$ cat src/rtl/pstats_pkg.sv
// pstats_pkg: address map, control bit positions and counter indexing for the stats bank
package pstats_pkg;
  localparam logic [15:0] ADR_CR   = 16'h0000;
  localparam logic [15:0] ADR_INFO = 16'h0001;
  localparam logic [15:0] ADR_OVF  = 16'h0002;
  localparam logic [15:0] ADR_CNT  = 16'h0100;
  localparam int CR_CLR = 0;
  localparam int CR_FRZ = 1;
  localparam int CR_COR = 2;
  function automatic int cnt_idx(input int p, input int e, input int cnt_pp);
    return p * cnt_pp + e;
  endfunction
endpackage

$ cat src/rtl/pstats_counter.sv
// pstats_counter: one event counter with wrap/saturate, clear, clear-on-read and sticky overflow
module pstats_counter #(
  parameter int g_width    = 16,
  parameter bit g_saturate = 1'b0
) (
  input  logic               clk_i,
  input  logic               rst_n_i,
  input  logic               ev,
  input  logic               clr,
  input  logic               frz,
  input  logic               rd_clr,
  input  logic               ovf_clr,
  output logic [g_width-1:0] cnt,
  output logic               ovf
);
  logic               inc;
  logic               at_max;
  logic               ovf_set;
  logic [g_width-1:0] cnt_nxt;
  assign inc     = ev & ~frz;
  assign at_max  = &cnt;
  assign ovf_set = inc & at_max & ~rd_clr;
  // a clear-on-read keeps a same-cycle event by restarting at 1
  always_comb
    cnt_nxt = clr    ? '0 :
              rd_clr ? g_width'(inc) :
              !inc   ? cnt :
              at_max ? (g_saturate ? cnt : '0) :
                       cnt + g_width'(1);
  always_ff @(posedge clk_i or negedge rst_n_i)
    if (!rst_n_i) begin
      cnt <= '0;
      ovf <= 1'b0;
    end else begin
      cnt <= cnt_nxt;
      ovf <= clr ? 1'b0 : ovf_set ? 1'b1 : ovf & ~ovf_clr;
    end
endmodule

$ cat src/rtl/pstats_cnt_bank.sv
// pstats_cnt_bank: per-port event counter bank behind a pipelined Wishbone slave
module pstats_cnt_bank
  import pstats_pkg::*;
#(
  parameter int g_nports    = 2,
  parameter int g_cnt_pp    = 16,
  parameter int g_cnt_width = 16,
  parameter int g_saturate  = 0
) (
  input  logic                         clk_i,
  input  logic                         rst_n_i,
  input  logic [g_nports*g_cnt_pp-1:0] events_i,
  input  logic [15:0]                  wb_adr_i,
  input  logic [31:0]                  wb_dat_i,
  output logic [31:0]                  wb_dat_o,
  input  logic                         wb_cyc_i,
  input  logic                         wb_stb_i,
  input  logic                         wb_we_i,
  input  logic [3:0]                   wb_sel_i,
  output logic                         wb_ack_o,
  output logic                         wb_stall_o
);
  localparam int N  = g_nports * g_cnt_pp;
  localparam int CW = N > 1 ? $clog2(N) : 1;
  localparam int PW = g_nports > 1 ? $clog2(g_nports) : 1;
  localparam logic [31:0] INFO = {9'b0, 1'(g_saturate != 0), 6'(g_cnt_width),
                                  8'(g_cnt_pp), 8'(g_nports)};
  logic        req, wr, rd, clr, frz, cor, cnt_hit, ovf_hit;
  logic [15:0] cidx, pidx;
  logic [31:0] rd_data;
  logic [N-1:0] ovf;
  logic [31:0] cnt_w [2**CW];
  logic [31:0] ovf_w [2**PW];
  logic        unused;
  assign req        = wb_cyc_i & wb_stb_i;
  assign wr         = req & wb_we_i;
  assign rd         = req & ~wb_we_i;
  assign cidx       = wb_adr_i - ADR_CNT;
  assign pidx       = wb_adr_i - ADR_OVF;
  assign cnt_hit    = wb_adr_i >= ADR_CNT && cidx < 16'(N);
  assign ovf_hit    = wb_adr_i >= ADR_OVF && pidx < 16'(g_nports);
  assign clr        = wr && wb_adr_i == ADR_CR && wb_dat_i[CR_CLR];
  assign wb_stall_o = 1'b0;
  assign unused     = ^{wb_sel_i, wb_dat_i, cidx, pidx};
  for (genvar p = 0; p < g_nports; p++) begin : g_port
    for (genvar e = 0; e < g_cnt_pp; e++) begin : g_ev
      localparam int I = cnt_idx(p, e, g_cnt_pp);
      logic [g_cnt_width-1:0] cnt_v;
      pstats_counter #(
        .g_width   (g_cnt_width),
        .g_saturate(g_saturate != 0)
      ) u_cnt (
        .clk_i  (clk_i),
        .rst_n_i(rst_n_i),
        .ev     (events_i[I]),
        .clr    (clr),
        .frz    (frz),
        .rd_clr (rd & cor & cnt_hit & (cidx == 16'(I))),
        .ovf_clr(wr & ovf_hit & (pidx == 16'(p)) & wb_dat_i[e]),
        .cnt    (cnt_v),
        .ovf    (ovf[I])
      );
      assign cnt_w[I] = 32'(cnt_v);
    end
    assign ovf_w[p] = 32'(ovf[p*g_cnt_pp +: g_cnt_pp]);
  end
  // pad the read muxes to a power of two so the index needs no range guard
  for (genvar i = N; i < 2**CW; i++) begin : g_cpad
    assign cnt_w[i] = '0;
  end
  for (genvar i = g_nports; i < 2**PW; i++) begin : g_ppad
    assign ovf_w[i] = '0;
  end
  always_comb
    rd_data = wb_adr_i == ADR_CR   ? {29'b0, cor, frz, 1'b0} :
              wb_adr_i == ADR_INFO ? INFO :
              ovf_hit              ? ovf_w[pidx[PW-1:0]] :
              cnt_hit              ? cnt_w[cidx[CW-1:0]] :
                                     '0;
  always_ff @(posedge clk_i or negedge rst_n_i)
    if (!rst_n_i) begin
      frz      <= 1'b0;
      cor      <= 1'b0;
      wb_ack_o <= 1'b0;
      wb_dat_o <= '0;
    end else begin
      wb_ack_o <= req;
      if (rd) wb_dat_o <= rd_data;
      if (wr && wb_adr_i == ADR_CR) begin
        frz <= wb_dat_i[CR_FRZ];
        cor <= wb_dat_i[CR_COR];
      end
    end
endmodule

$ cat config.mk
export PLATFORM = sky130hd
export DESIGN_NAME = pstats_cnt_bank
export DESIGN_NICKNAME = d
export VERILOG_FILES = /design/src/rtl/pstats_pkg.sv /design/src/rtl/pstats_counter.sv /design/src/rtl/pstats_cnt_bank.sv
export SDC_FILE = /design/constraint.sdc
export NUM_CORES = 2
export LEC_CHECK = 0
export BUFFER_PORTS_ARGS = -buffer_cell sky130_fd_sc_hd__buf_2
export CAP_MARGIN = 10
export CORE_MARGIN = 3
export CORE_UTILIZATION = 45
export CTS_CLUSTER_DIAMETER = 150
export DETAILED_ROUTE_END_ITERATION = 7
export SYNTH_ARGS = -nofsm -noshare
export SYNTH_HDL_FRONTEND = slang
export SYNTH_SLANG_ARGS = --single-unit
$ cat constraint.sdc
create_clock -name clk_i -period 5.7 [get_ports clk_i]
set_input_delay 0.285 -clock clk_i [delete_from_list [all_inputs] [get_ports clk_i]]
set_output_delay 0.285 -clock clk_i [all_outputs]
set_load 0.1 [all_outputs]
==> metrics.md <==
| Metric | Value |
|---|---|
| Worst relative slew slack | 15.2% |
| Seq cells post-synth | 564 |
| Hold Path Depth | 4 |
| Outcome | complete, no violations |
| Yosys cell types | 81 |
| Least-Margin Pin Slew | 1260 ps |
| Met2 Wirelength | 53.7 mm |
| DP HPWL | 89.4 mm |
| Via/cell ratio | 6.36 |
| Clock skew | 14.3 ps |
| R2R cell count | 6 |
| DRT antenna net count | 0 |
| Worst path slowest cell | o32ai_2 |
| Vias | 31,873 |
| Crit path time final | 3360 ps |
| Clk sinks | 564 |
| Die width | 285 µm |
| Largest net degree at the start of global routing | 125 |
| Clock latency on the worst-skew pair | 610 ps |
| IO buf count | 86 |
| Sequential share of the synthesized area | 40.4% |
| Pwr Total | 12.4 mW |
| Metal3 WL | 11.2 mm |
| Initial antenna violation count | 5 |
| VDD IR max | 0.216 mV |
| Maxcap violations | 0 |
| Post-synth EDFFs | 0 |
| Most numerous cell on the critical path | a21o_1 |
| Die H | 285 µm |
| Max H-tree Level | 3 |
| Ys Warns | 0 |
| Initial Util | 45.7% |
| Register clock-pin slew on the reported worst setup and hold paths | 60 ps |
| Multi-input gate area | 19,900 µm² |
| Post-Syn Area | 34,900 µm² |
| CTS Buffer Depth | 3 |
| Drt total wl | 121 mm |
| Setup Buffers After CTS | 0 |
| # setup viols final | 0 |
| Async SR Flop Fraction | 100% |
| Vias in the first global route | 29,345 |
| Fin nets | 4,051 |
| Site Rows | 101 |
| Pre-antenna DRT Iters | 8 |
| Share of layout cells above drive strength 1 | 10.1% |
| Worst Path Max Fanout | 15 |
| Achievable Freq | 0.297 GHz |
| Final worst path period share | 59.0% |
| Post-Synthesis Cells | 3,924 |
| Lkg Pwr | 15.9 nW |
| DRC | 0 |
| Area Overhead vs Synth | 10.6% |
| Routed wire per std cell | 24.2 µm |
| Total global routing track utilization | 29.4% |
| Routed length on met1 | 52.0 mm |
| Hold WC Path Type | in -> reg |
| Top FF cell, synth | dfrtp_1 |
| Crit path buf inv count | 0 |
| CP top delay family | simple AND/OR/NAND/NOR gates |
| Max incr delay on CP | 1020 ps |
| I/O pin total | 123 |
| Worst Path Required | 6210 ps |
| Fin. max-slew vios | 0 |
| Iter 0 DRT Violations | 3,550 |
| Setup_tns | 0 ps |
| Sequential standard cell area | 14,100 µm² |
| Core area | 76,500 µm² |
| Total CTS buffers | 70 |
| Final Hold Fails | 0 |
| RD Place Congestion | 0.950 |
| Die ar. | 81,000 µm² |
| Pwr dens | 322 nW/µm² |
| Worst Path Arrival | 3870 ps |
| DR top layer | met5 |
| Crit Path Class | reg -> reg |
| CTS tree | built |
| Worst Setup End Kind | register |
| Global-route wire length before repair | 185 mm |
| Crit path launch type | register |
| Post-Syn Area per Cell | 8.90 µm² |
| Fill count | 7,238 |
| Global route overflow | 0 |
| RSZ-0062 raised after global routing | no |
| Worst hold slack | 39.4 ps |
| Critical path depth in cells | 6 |
| Clock root cell | clkbuf_16 |
| CP Cell Sequence | and4b_1, nand4_2, o32ai_2, nor2_1, a21o_1, a21o_1 |
final cells by class:
type	count	share of cell area [%]
multi-input combinational	3121	51.6
timing repair buffer	137	2.30
tap	1030	3.34
inverter	35	0.340
clock inverter	11	0.288
antenna	2	0.0130
sequential	564	36.5
clock buffer	111	5.59
placed cells by master (no fill, tap or decap), drive strengths merged, types with 55 or more instances in the layout:
cell type / netlist / routed
dfrtp: 564 / 564
nor2: 469 / 469
nand2: 421 / 421
nand3: 286 / 286
a21oi: 232 / 232
o21ai: 213 / 213
xor2: 154 / 154
buf: 68 / 133
and3: 115 / 115
nor3: 114 / 114
clkbuf: 151 / 111
mux4: 102 / 102
nand4: 93 / 93
mux2i: 73 / 73
xnor2: 67 / 67
a22oi: 59 / 59
nand2b: 55 / 55
routing by layer:
metal | global-route usage [%] | vias up
met5 | 0 | -
met4 | 10.3 | 4
met3 | 6.20 | 238
met2 | 44.3 | 1423
met1 | 42.0 | 15727
li1 | - | 14481
report_power, final:
part | leakage (nW) | switching, mW | internal [mW]
clock | 1.12 | 1.80 | 2.68
combinational | 7.52 | 1.25 | 0.982
sequential | 7.29 | 1.09 | 4.64
tightest hold or removal path, stage by stage:
cell and delay, ps:
buf_2 130, nand2_1 60, nand3_1 60, o21ai_0 60
state kept, by name, indices dropped and copies added (netlist names):
name / cells
g_port.g_ev.u_cnt.cnt: 512
wb_ack_o: 1
frz: 1
wb_dat_o: 17
g_port.g_ev.u_cnt.ovf: 32
cor: 1
timing repair:
action / CTS / global route
hold buffers: 4 / 0
endpoints found under the hold margin: 85 / 0
resized for setup: 0 / 0
setup endpoints to repair: 0 / 0
logic make-up (layout without fill, tap and decap cells):
| family | Yosys count | count (layout) | share of synthesized area, % |
|---|---|---|---|
| compound gates | 839 | 839 | 15.3 |
| xor+xnor | 221 | 221 | 5.54 |
| fa+ha+maj | 33 | 33 | 1.18 |
| buf+inv | 254 | 294 | 3.00 |
| flops | 564 | 564 | 40.4 |
| mux | 182 | 182 | 8.89 |
| other cells | 1 | 18 | 0.0107 |
| simple gates | 1830 | 1830 | 25.7 |
final timing paths:
| kind | from | to | slack [ps] |
|---|---|---|---|
| max in group asynchronous | rst_n_i | frz | 4020 |
| hold / removal | wb_dat_i[3] | g_port[0].g_ev[3].u_cnt.ovf | 40 |
| min in group asynchronous | rst_n_i | g_port[1].g_ev[3].u_cnt.cnt[9] | 300 |
| setup reg to reg | cor | g_port[0].g_ev[0].u_cnt.cnt[3] | 2340 |
| setup / recovery | cor | g_port[0].g_ev[0].u_cnt.cnt[3] | 2340 |
| hold reg to reg | g_port[0].g_ev[12].u_cnt.ovf | g_port[0].g_ev[12].u_cnt.ovf | 500 |
synthesized netlist by cell type, types with 32 or more instances:
| cell type | instances | area [µm²] |
|---|---|---|
| a21oi_1 | 231 | 1160 |
| mux4_2 | 102 | 2300 |
| nor3_1 | 113 | 566 |
| o21ai_0 | 205 | 1030 |
| dfrtp_1 | 564 | 14100 |
| and3_1 | 115 | 719 |
| xor2_1 | 154 | 1350 |
| nand3_1 | 285 | 1430 |
| nand2b_1 | 55 | 344 |
| inv_1 | 34 | 128 |
| nand2_1 | 421 | 1580 |
| mux2i_1 | 73 | 731 |
| nand4_1 | 92 | 576 |
| clkbuf_1 | 151 | 567 |
| ha_1 | 33 | 413 |
| a22oi_1 | 59 | 443 |
| nor2_1 | 469 | 1760 |
| xnor2_1 | 67 | 587 |
| o31ai_1 | 52 | 390 |
| or3_1 | 51 | 319 |
| o211ai_1 | 37 | 278 |
| a31oi_1 | 44 | 275 |
| and4_1 | 32 | 280 |
| nor2b_1 | 54 | 338 |
stage by stage:
step | utilization [%] | cells | area (µm²) | worst slack (ps)
floorplan | - | 3939 | 35000 | 2990
global placement | 47.5 | 4883 | 36300 | 1920
detailed placement | 47.5 | 4883 | 36300 | 1930
CTS | 50.5 | 5009 | 38600 | 2430
global route | 50.5 | 5010 | 38600 | 2110
finish | 50.5 | 5011 | 38600 | 2340
(Power assumes the default switching activity.)
